[config.mk]
export PLATFORM = sky130hd
export DESIGN_NAME = dino_collision_score
export DESIGN_NICKNAME = d
export VERILOG_FILES = /design/src/rtl/dino_collision_score.sv
export SDC_FILE = /design/constraint.sdc
export NUM_CORES = 1
export LEC_CHECK = 0
export ABC_AREA = 1
export CAP_MARGIN = 20
export CORE_MARGIN = 2
export CORE_UTILIZATION = 45
export CTS_BUF_LIST = sky130_fd_sc_hd__clkbuf_4 sky130_fd_sc_hd__clkbuf_8
export DETAILED_ROUTE_END_ITERATION = 10
export PLACE_DENSITY_LB_ADDON = 0.08
export SLEW_MARGIN = 20
export SYNTH_ARGS = -nofsm -noshare
export SYNTH_HDL_FRONTEND = slang
export SYNTH_SLANG_ARGS = --single-unit
[constraint.sdc]
create_clock -name clk -period 2.4 [get_ports clk]
set_clock_uncertainty 0.15 [all_clocks]
set_input_delay 0.48 -clock clk [delete_from_list [all_inputs] [get_ports clk]]
set_output_delay 0.48 -clock clk [all_outputs]
set_load 0.005 [all_outputs]
[src/rtl/dino_collision_score.sv]
// Dino hitbox collision against two obstacles, IDLE/RUN/OVER game FSM,
// 4-digit BCD score with high score, and obstacle-generator run enable.
module dino_collision_score #(
   parameter int unsigned DINO_X_MIN = 20,
   parameter int unsigned DINO_X_MAX = 35,
   parameter int unsigned SCORE_DIV  = 8,
   parameter int unsigned OVER_HOLD  = 16
) (
   input  logic        clk,
   input  logic        rst_n,
   input  logic [8:0]  obstacle1_pos,
   input  logic [8:0]  obstacle2_pos,
   input  logic [2:0]  obstacle1_type,
   input  logic [2:0]  obstacle2_type,
   input  logic [5:0]  dino_y,
   input  logic        dino_duck,
   input  logic        start_btn,
   output logic [1:0]  game_state,
   output logic        obst_rst_n,
   output logic        collision,
   output logic [15:0] score,
   output logic [15:0] hi_score
);

   localparam int unsigned EXT_W  = 10;
   localparam int unsigned PRE_W  = (SCORE_DIV > 1) ? $clog2(SCORE_DIV) : 1;
   localparam int unsigned HOLD_W = $clog2(OVER_HOLD + 1);
   localparam logic [15:0] SCORE_MAX = 16'h9999;

   typedef enum logic [1:0] {
      S_IDLE = 2'd0,
      S_RUN  = 2'd1,
      S_OVER = 2'd2
   } state_t;

   state_t              state_q, state_d;
   logic                hit_q, start_q, coll_q, coll_d, obst_q, obst_d;
   logic [PRE_W-1:0]    pre_q, pre_d;
   logic [HOLD_W-1:0]   hold_q, hold_d;
   logic [15:0]         score_q, score_d, hi_q, hi_d;
   logic                hit_comb, start_rise;

   // One obstacle against the hitbox; pos+width is formed in 10 bits so it cannot wrap.
   function automatic logic obst_hit(input logic [8:0] pos, input logic [2:0] typ,
                                     input logic [5:0] y, input logic duck);
      logic [EXT_W-1:0] w;
      logic [EXT_W-1:0] right;
      logic [5:0]       h;
      logic             overlap;
      logic             vert;
      w       = typ[2] ? EXT_W'(12) : EXT_W'(8);
      right   = {1'b0, pos} + w - EXT_W'(1);
      overlap = (pos != 9'd0) && ({1'b0, pos} <= EXT_W'(DINO_X_MAX)) &&
                (right >= EXT_W'(DINO_X_MIN));
      h       = 6'd10 + {2'b00, typ[1:0], 2'b00};
      if (!typ[2])
         vert = (y < h);
      else if (!typ[1])
         vert = (y < 6'd16);
      else
         vert = !duck && (y < 6'd24);
      return overlap && vert;
   endfunction

   function automatic logic [15:0] bcd_inc(input logic [15:0] v);
      logic [15:0] r;
      logic        carry;
      r     = v;
      carry = 1'b1;
      for (int i = 0; i < 4; i++) begin
         if (carry) begin
            if (r[4*i +: 4] == 4'd9) begin
               r[4*i +: 4] = 4'd0;
            end else begin
               r[4*i +: 4] = r[4*i +: 4] + 4'd1;
               carry       = 1'b0;
            end
         end
      end
      return r;
   endfunction

   assign hit_comb   = obst_hit(obstacle1_pos, obstacle1_type, dino_y, dino_duck) |
                       obst_hit(obstacle2_pos, obstacle2_type, dino_y, dino_duck);
   assign start_rise = start_btn & ~start_q;

   // Next state, score/prescaler/hold updates and registered output values.
   always_comb begin
      state_d = state_q;
      pre_d   = pre_q;
      hold_d  = hold_q;
      score_d = score_q;
      hi_d    = hi_q;
      coll_d  = 1'b0;
      case (state_q)
         S_IDLE: begin
            if (start_rise) begin
               state_d = S_RUN;
               score_d = '0;
               pre_d   = '0;
            end
         end
         S_RUN: begin
            if (hit_q) begin
               // Increment is suppressed here so the frozen score is pre-collision.
               state_d = S_OVER;
               coll_d  = 1'b1;
               hold_d  = '0;
               if (score_q > hi_q)
                  hi_d = score_q;
            end else if (pre_q == PRE_W'(SCORE_DIV - 1)) begin
               pre_d = '0;
               if (score_q != SCORE_MAX)
                  score_d = bcd_inc(score_q);
            end else begin
               pre_d = pre_q + PRE_W'(1);
            end
         end
         S_OVER: begin
            if (hold_q != HOLD_W'(OVER_HOLD)) begin
               hold_d = hold_q + HOLD_W'(1);
            end else if (start_rise) begin
               state_d = S_RUN;
               score_d = '0;
               pre_d   = '0;
            end
         end
         default: state_d = S_IDLE;
      endcase
      obst_d = (state_d == S_RUN);
   end

   always_ff @(posedge clk or negedge rst_n) begin
      if (!rst_n) begin
         state_q <= S_IDLE;
         hit_q   <= 1'b0;
         start_q <= 1'b0;
         pre_q   <= '0;
         hold_q  <= '0;
         score_q <= '0;
         hi_q    <= '0;
         coll_q  <= 1'b0;
         obst_q  <= 1'b0;
      end else begin
         state_q <= state_d;
         hit_q   <= hit_comb;
         start_q <= start_btn;
         pre_q   <= pre_d;
         hold_q  <= hold_d;
         score_q <= score_d;
         hi_q    <= hi_d;
         coll_q  <= coll_d;
         obst_q  <= obst_d;
      end
   end

   assign game_state = state_q;
   assign obst_rst_n = obst_q;
   assign collision  = coll_q;
   assign score      = score_q;
   assign hi_score   = hi_q;

endmodule

==> impl_summary.txt, run 1 <==
----------------------------------------------------
[Clocking]
  Cts hold-fix bufs ... 0
  CTS tree ... built
  Clock slew seen by the registers of the worst setup and hold paths ... 0.09 ns
  Number of resized instances in the post-cts repair step ... 0
  CTS max path bufs ... 2
  Number of levels the H-tree was split into ... 2
  Total number of clock tree sinks ... 46
  Clock network latency to the later pin of the worst-skew pair ... 0.31 ns
  Root buffer selected by CTS ... sky130_fd_sc_hd__clkbuf_8
  CTS buffer count ... 5
  Post-CTS setup buffer count ... 0

[Worst setup path]
  Crit path DAT ... 2.36 ns
  Worst EP required ... 2.50 ns
  Endpoint class of the critical path ... flop
  CP Max Fanout ... 2
  Sort of element at the start of the critical path ... input pin
  Type of the worst setup path ... input pin to flop

[Detailed routing]
  Vias post-DR ... 3121
  Post-detailed-route count of antenna-violating nets ... 0
  DRC viols ... 0
  WL final ... 7420 µm
  Wire length per cell ... 11.8 µm
  Post-detailed-route via-to-cell ratio ... 4.95
  Router iterations before antenna repair ... 4
  Detailed router's first-iteration violation count ... 142

[Floorplanning]
  Die outline area ... 0.00821 mm²
  Number of top-level design ports ... 70
  Die extent in x ... 90.6 µm
  Floorplan core area ... 0.00725 mm²
  Row count ... 31
  Starting Density ... 0.465
  Die span in y ... 90.6 µm

[Power and ir drop]
  Relative contribution of sequential cells to total power ... 0.320
  Maximum resistive drop on vdd ... 0.473 mV
  P_leak ... 2.20 nW
  NetSw ... 1.72 mW
  Combinational Power Share ... 0.555
  Total power consumption of the routed design ... 3.87 mW
  Clock share of power ... 0.125
  Switching share of total power ... 0.444
  Cell area power density ... 895 mW/mm²
  Internal power consumption ... 2.15 mW

[Yosys]
  Cell area after technology mapping ... 0.00338 mm²
  Multiplexer area fraction after synthesis ... 0
  Xor/xnor share of the synthesized area ... 0.0234
  Syn Area/Cell ... 7.55 µm²
  Number of nets in the synthesized netlist ... 523
  Async set-reset flop share out of synthesis ... 1.00
  Largest family of logic cells by synthesized area ... simple AND/OR/NAND/NOR gates
  Share of the synthesized area in compound gates (AO/OA/AOI/OAI) ... 0.0663
  Post-synth EDFFs ... 0
  Yosys warning count ... 0
  Cell variety after synth ... 33
  Leading register cell type out of synthesis ... sky130_fd_sc_hd__dfrtp_1
  Post-synthesis cell count ... 447
  Post-Synth Adder-Cell Area ... 0.160
  Post-synthesis register bit count ... 46
  Share of the yosys chip area belonging to registers ... 0.341
  Simple-gate portion of the synthesized area ... 0.321

[Outcome]
  Run status ... finished, final reports clean

[Cells and area]
  Most common cell after layout, fill and taps aside ... sky130_fd_sc_hd__nand2_1
  Commonest non-fill, non-tap cells in the layout ... 118 x sky130_fd_sc_hd__nand2_1, 67 x sky130_fd_sc_hd__clkdlybuf4s50_1, 59 x sky130_fd_sc_hd__inv_1
  Count of fill cells added during filler insertion ... 687
  Number of nets in the finished design ... 606
  Total inserted antenna cells ... 0
  Layout cells sized above 1 ... 0.0810
  Area added between synthesis and finish ... 28.0%

[Placed design]
  Placement Setup Slack ... -0.227 ns
  Total half-perimeter wirelength after legalization and detailed placement ... 5840 µm
  Number of input and output port buffers inserted ... 68
  Final weighted congestion in routability-driven placement ... 0.791

[GRT]
  Via count of the first global-routing pass ... 3009
  Largest net degree at the start of global routing ... 47
  Number of antenna violations at the first check in global routing ... 0
  Global-route wire length before repair ... 13200 µm
  Grt ovf ... 0
  Total routing resource utilization after global routing ... 0.192

[STA]
  Ratio of final minimum period to clock period ... 0.942
  Hold Vio Cnt, Final ... 0
  Setup repair after global routing missed its margin ... no
  Post-layout minimum cycle time ... 2.26 ns
  Max-Slew Margin vs Limit ... 0.599
  Transition time at the pin with the least slew margin ... 0.602 ns
  Final critical-path setup slack ... 0.139 ns
  Number of max-slew violations in the final report ... 0
  Final setup viols ... 0
  Peak clock frequency supported by timing ... 0.442 GHz

[Flow run]
  Max-capacitance violation count ... 0

[Worst hold path]
  Type of the tightest min-delay check ... input pin to asynchronous set/reset pin

----------------------------------------------------
==> state kept, by name, summed over array words and instances (netlist names) <==
register and count:
collision 1, obst_rst_n 1, hi_score 16, hit_q 1
start_q 1, score 16, pre_q 3, game_state 2
hold_q 5
==> kinds of logic (layout without fill, tap and decap cells) <==
family / Yosys count / count (layout)
compound gates: 39 / 39
xor+xnor: 9 / 9
flops: 46 / 46
buf+inv: 71 / 155
fa+ha+maj: 42 / 42
simple gates: 240 / 240
==> worst max-delay path, stage by stage <==
cell	delay [ns]
sky130_fd_sc_hd__clkdlybuf4s50_1	0.48
sky130_fd_sc_hd__inv_1	0.06
sky130_fd_sc_hd__ha_1	0.26
sky130_fd_sc_hd__inv_1	0.06
sky130_fd_sc_hd__fa_1	0.41
sky130_fd_sc_hd__nand2_1	0.07
sky130_fd_sc_hd__inv_1	0.05
sky130_fd_sc_hd__buf_4	0.12
sky130_fd_sc_hd__o21bai_1	0.12
sky130_fd_sc_hd__nand3_1	0.08
sky130_fd_sc_hd__nand3_1	0.07
sky130_fd_sc_hd__nand2_1	0.05
sky130_fd_sc_hd__nand2_1	0.06
==> per-layer routing <==
| metal | routed length, µm | vias up | global-route usage |
|---|---|---|---|
| li1 | - | 1623 | - |
| met1 | 3290 | 1435 | 0.239 |
| met2 | 3800 | 56 | 0.349 |
| met3 | 255 | 7 | 0.0292 |
| met4 | 78 | 0 | 0.0462 |
| met5 | 0 | - | 0 |
==> final timing paths <==
kind / start / end / slack [ns] / depth (start not counted)
hold / removal: rst_n / hi_score[2]$_DFFE_PN0P_ / 0.11 / 2
min in group clk: pre_q[0]$_DFFE_PN0P_ / pre_q[0]$_DFFE_PN0P_ / 0.33 / 1
max in group asynchronous: rst_n / pre_q[0]$_DFFE_PN0P_ / 1.59 / 2
hold reg to reg: pre_q[0]$_DFFE_PN0P_ / pre_q[0]$_DFFE_PN0P_ / 0.33 / 1
setup / recovery: obstacle1_type[2] / hit_q$_DFF_PN0_ / 0.14 / 13
setup reg to reg: score[7]$_DFFE_PN0P_ / hi_score[3]$_DFFE_PN0P_ / 0.35 / 9
==> power groups by stage <==
stage               clock [mW]  combinational, mW  sequential [mW]
detailed placement           0               2.17             1.26
global placement             0               2.12             1.25
floorplan                    0               1.33             1.23
CTS                      0.495               2.18             1.24
global route             0.526               2.45             1.29
finish                   0.483               2.15             1.24
==> synth_stat cells (2+ instances only) <==
library cell               count  area (µm²)
sky130_fd_sc_hd__nor2_4        2        22.5
sky130_fd_sc_hd__nor2_2        3        18.8
sky130_fd_sc_hd__nand3_1      39         195
sky130_fd_sc_hd__nor2_1       34         128
sky130_fd_sc_hd__inv_1        59         221
sky130_fd_sc_hd__nand2_4       2        22.5
sky130_fd_sc_hd__dfrtp_1      46        1150
sky130_fd_sc_hd__nand4_1      16         100
sky130_fd_sc_hd__nor3b_1       2        15.0
sky130_fd_sc_hd__nand2_1     118         443
sky130_fd_sc_hd__nand3b_1      3        22.5
sky130_fd_sc_hd__a21oi_1      15        75.1
sky130_fd_sc_hd__fa_1          2        40.0
sky130_fd_sc_hd__buf_6         3        33.8
sky130_fd_sc_hd__ha_1         40         500
sky130_fd_sc_hd__nor3_1       14        70.1
sky130_fd_sc_hd__inv_2         5        18.8
sky130_fd_sc_hd__xnor2_1       3        26.3
sky130_fd_sc_hd__o21ai_1       5        25.0
sky130_fd_sc_hd__buf_2         3        15.0
sky130_fd_sc_hd__xor2_1        6        52.6
sky130_fd_sc_hd__nand2_2       4        25.0
sky130_fd_sc_hd__o21ai_0      13        65.1
==> stage by stage <==
step	instance area, µm²	TNS (ns)	utilization	instances	hold WS [ns]
6_report	4320	0	0.596	630	0.109
3_5_place_dp	4230	-0.227	0.583	622	0.327
3_3_place_gp	4230	-0.195	0.583	622	0.321
2_1_floorplan	3380	0	-	447	0.0344
4_1_cts	4320	0	0.596	630	0.133
5_1_grt	4320	0	0.596	630	0.176
==> final cells by class <==
type	instances	area (µm²)	share of cell area
clock buffers	5	68.8	0.0159
clock inverters	3	21.3	0.00492
inverters	64	240	0.0556
multi-input cells	330	1930	0.446
flip-flops and latches	46	1150	0.266
well taps	99	124	0.0287
repair buffers	83	788	0.182
No activity file was read; power rests on OpenSTA's default activity.
==> run 2, diff against run 1 <==
--- a/config.mk
+++ b/config.mk
@@ -12,7 +12,7 @@
 export CTS_BUF_LIST = sky130_fd_sc_hd__clkbuf_4 sky130_fd_sc_hd__clkbuf_8
 export DETAILED_ROUTE_END_ITERATION = 10
 export PLACE_DENSITY_LB_ADDON = 0.08
-export SLEW_MARGIN = 20
+export SLEW_MARGIN = 15
 export SYNTH_ARGS = -nofsm -noshare
 export SYNTH_HDL_FRONTEND = slang
 export SYNTH_SLANG_ARGS = --single-unit
==> results of run 2 <==
Same layout as run 1: the final DEF is identical, and so are final timing and power.
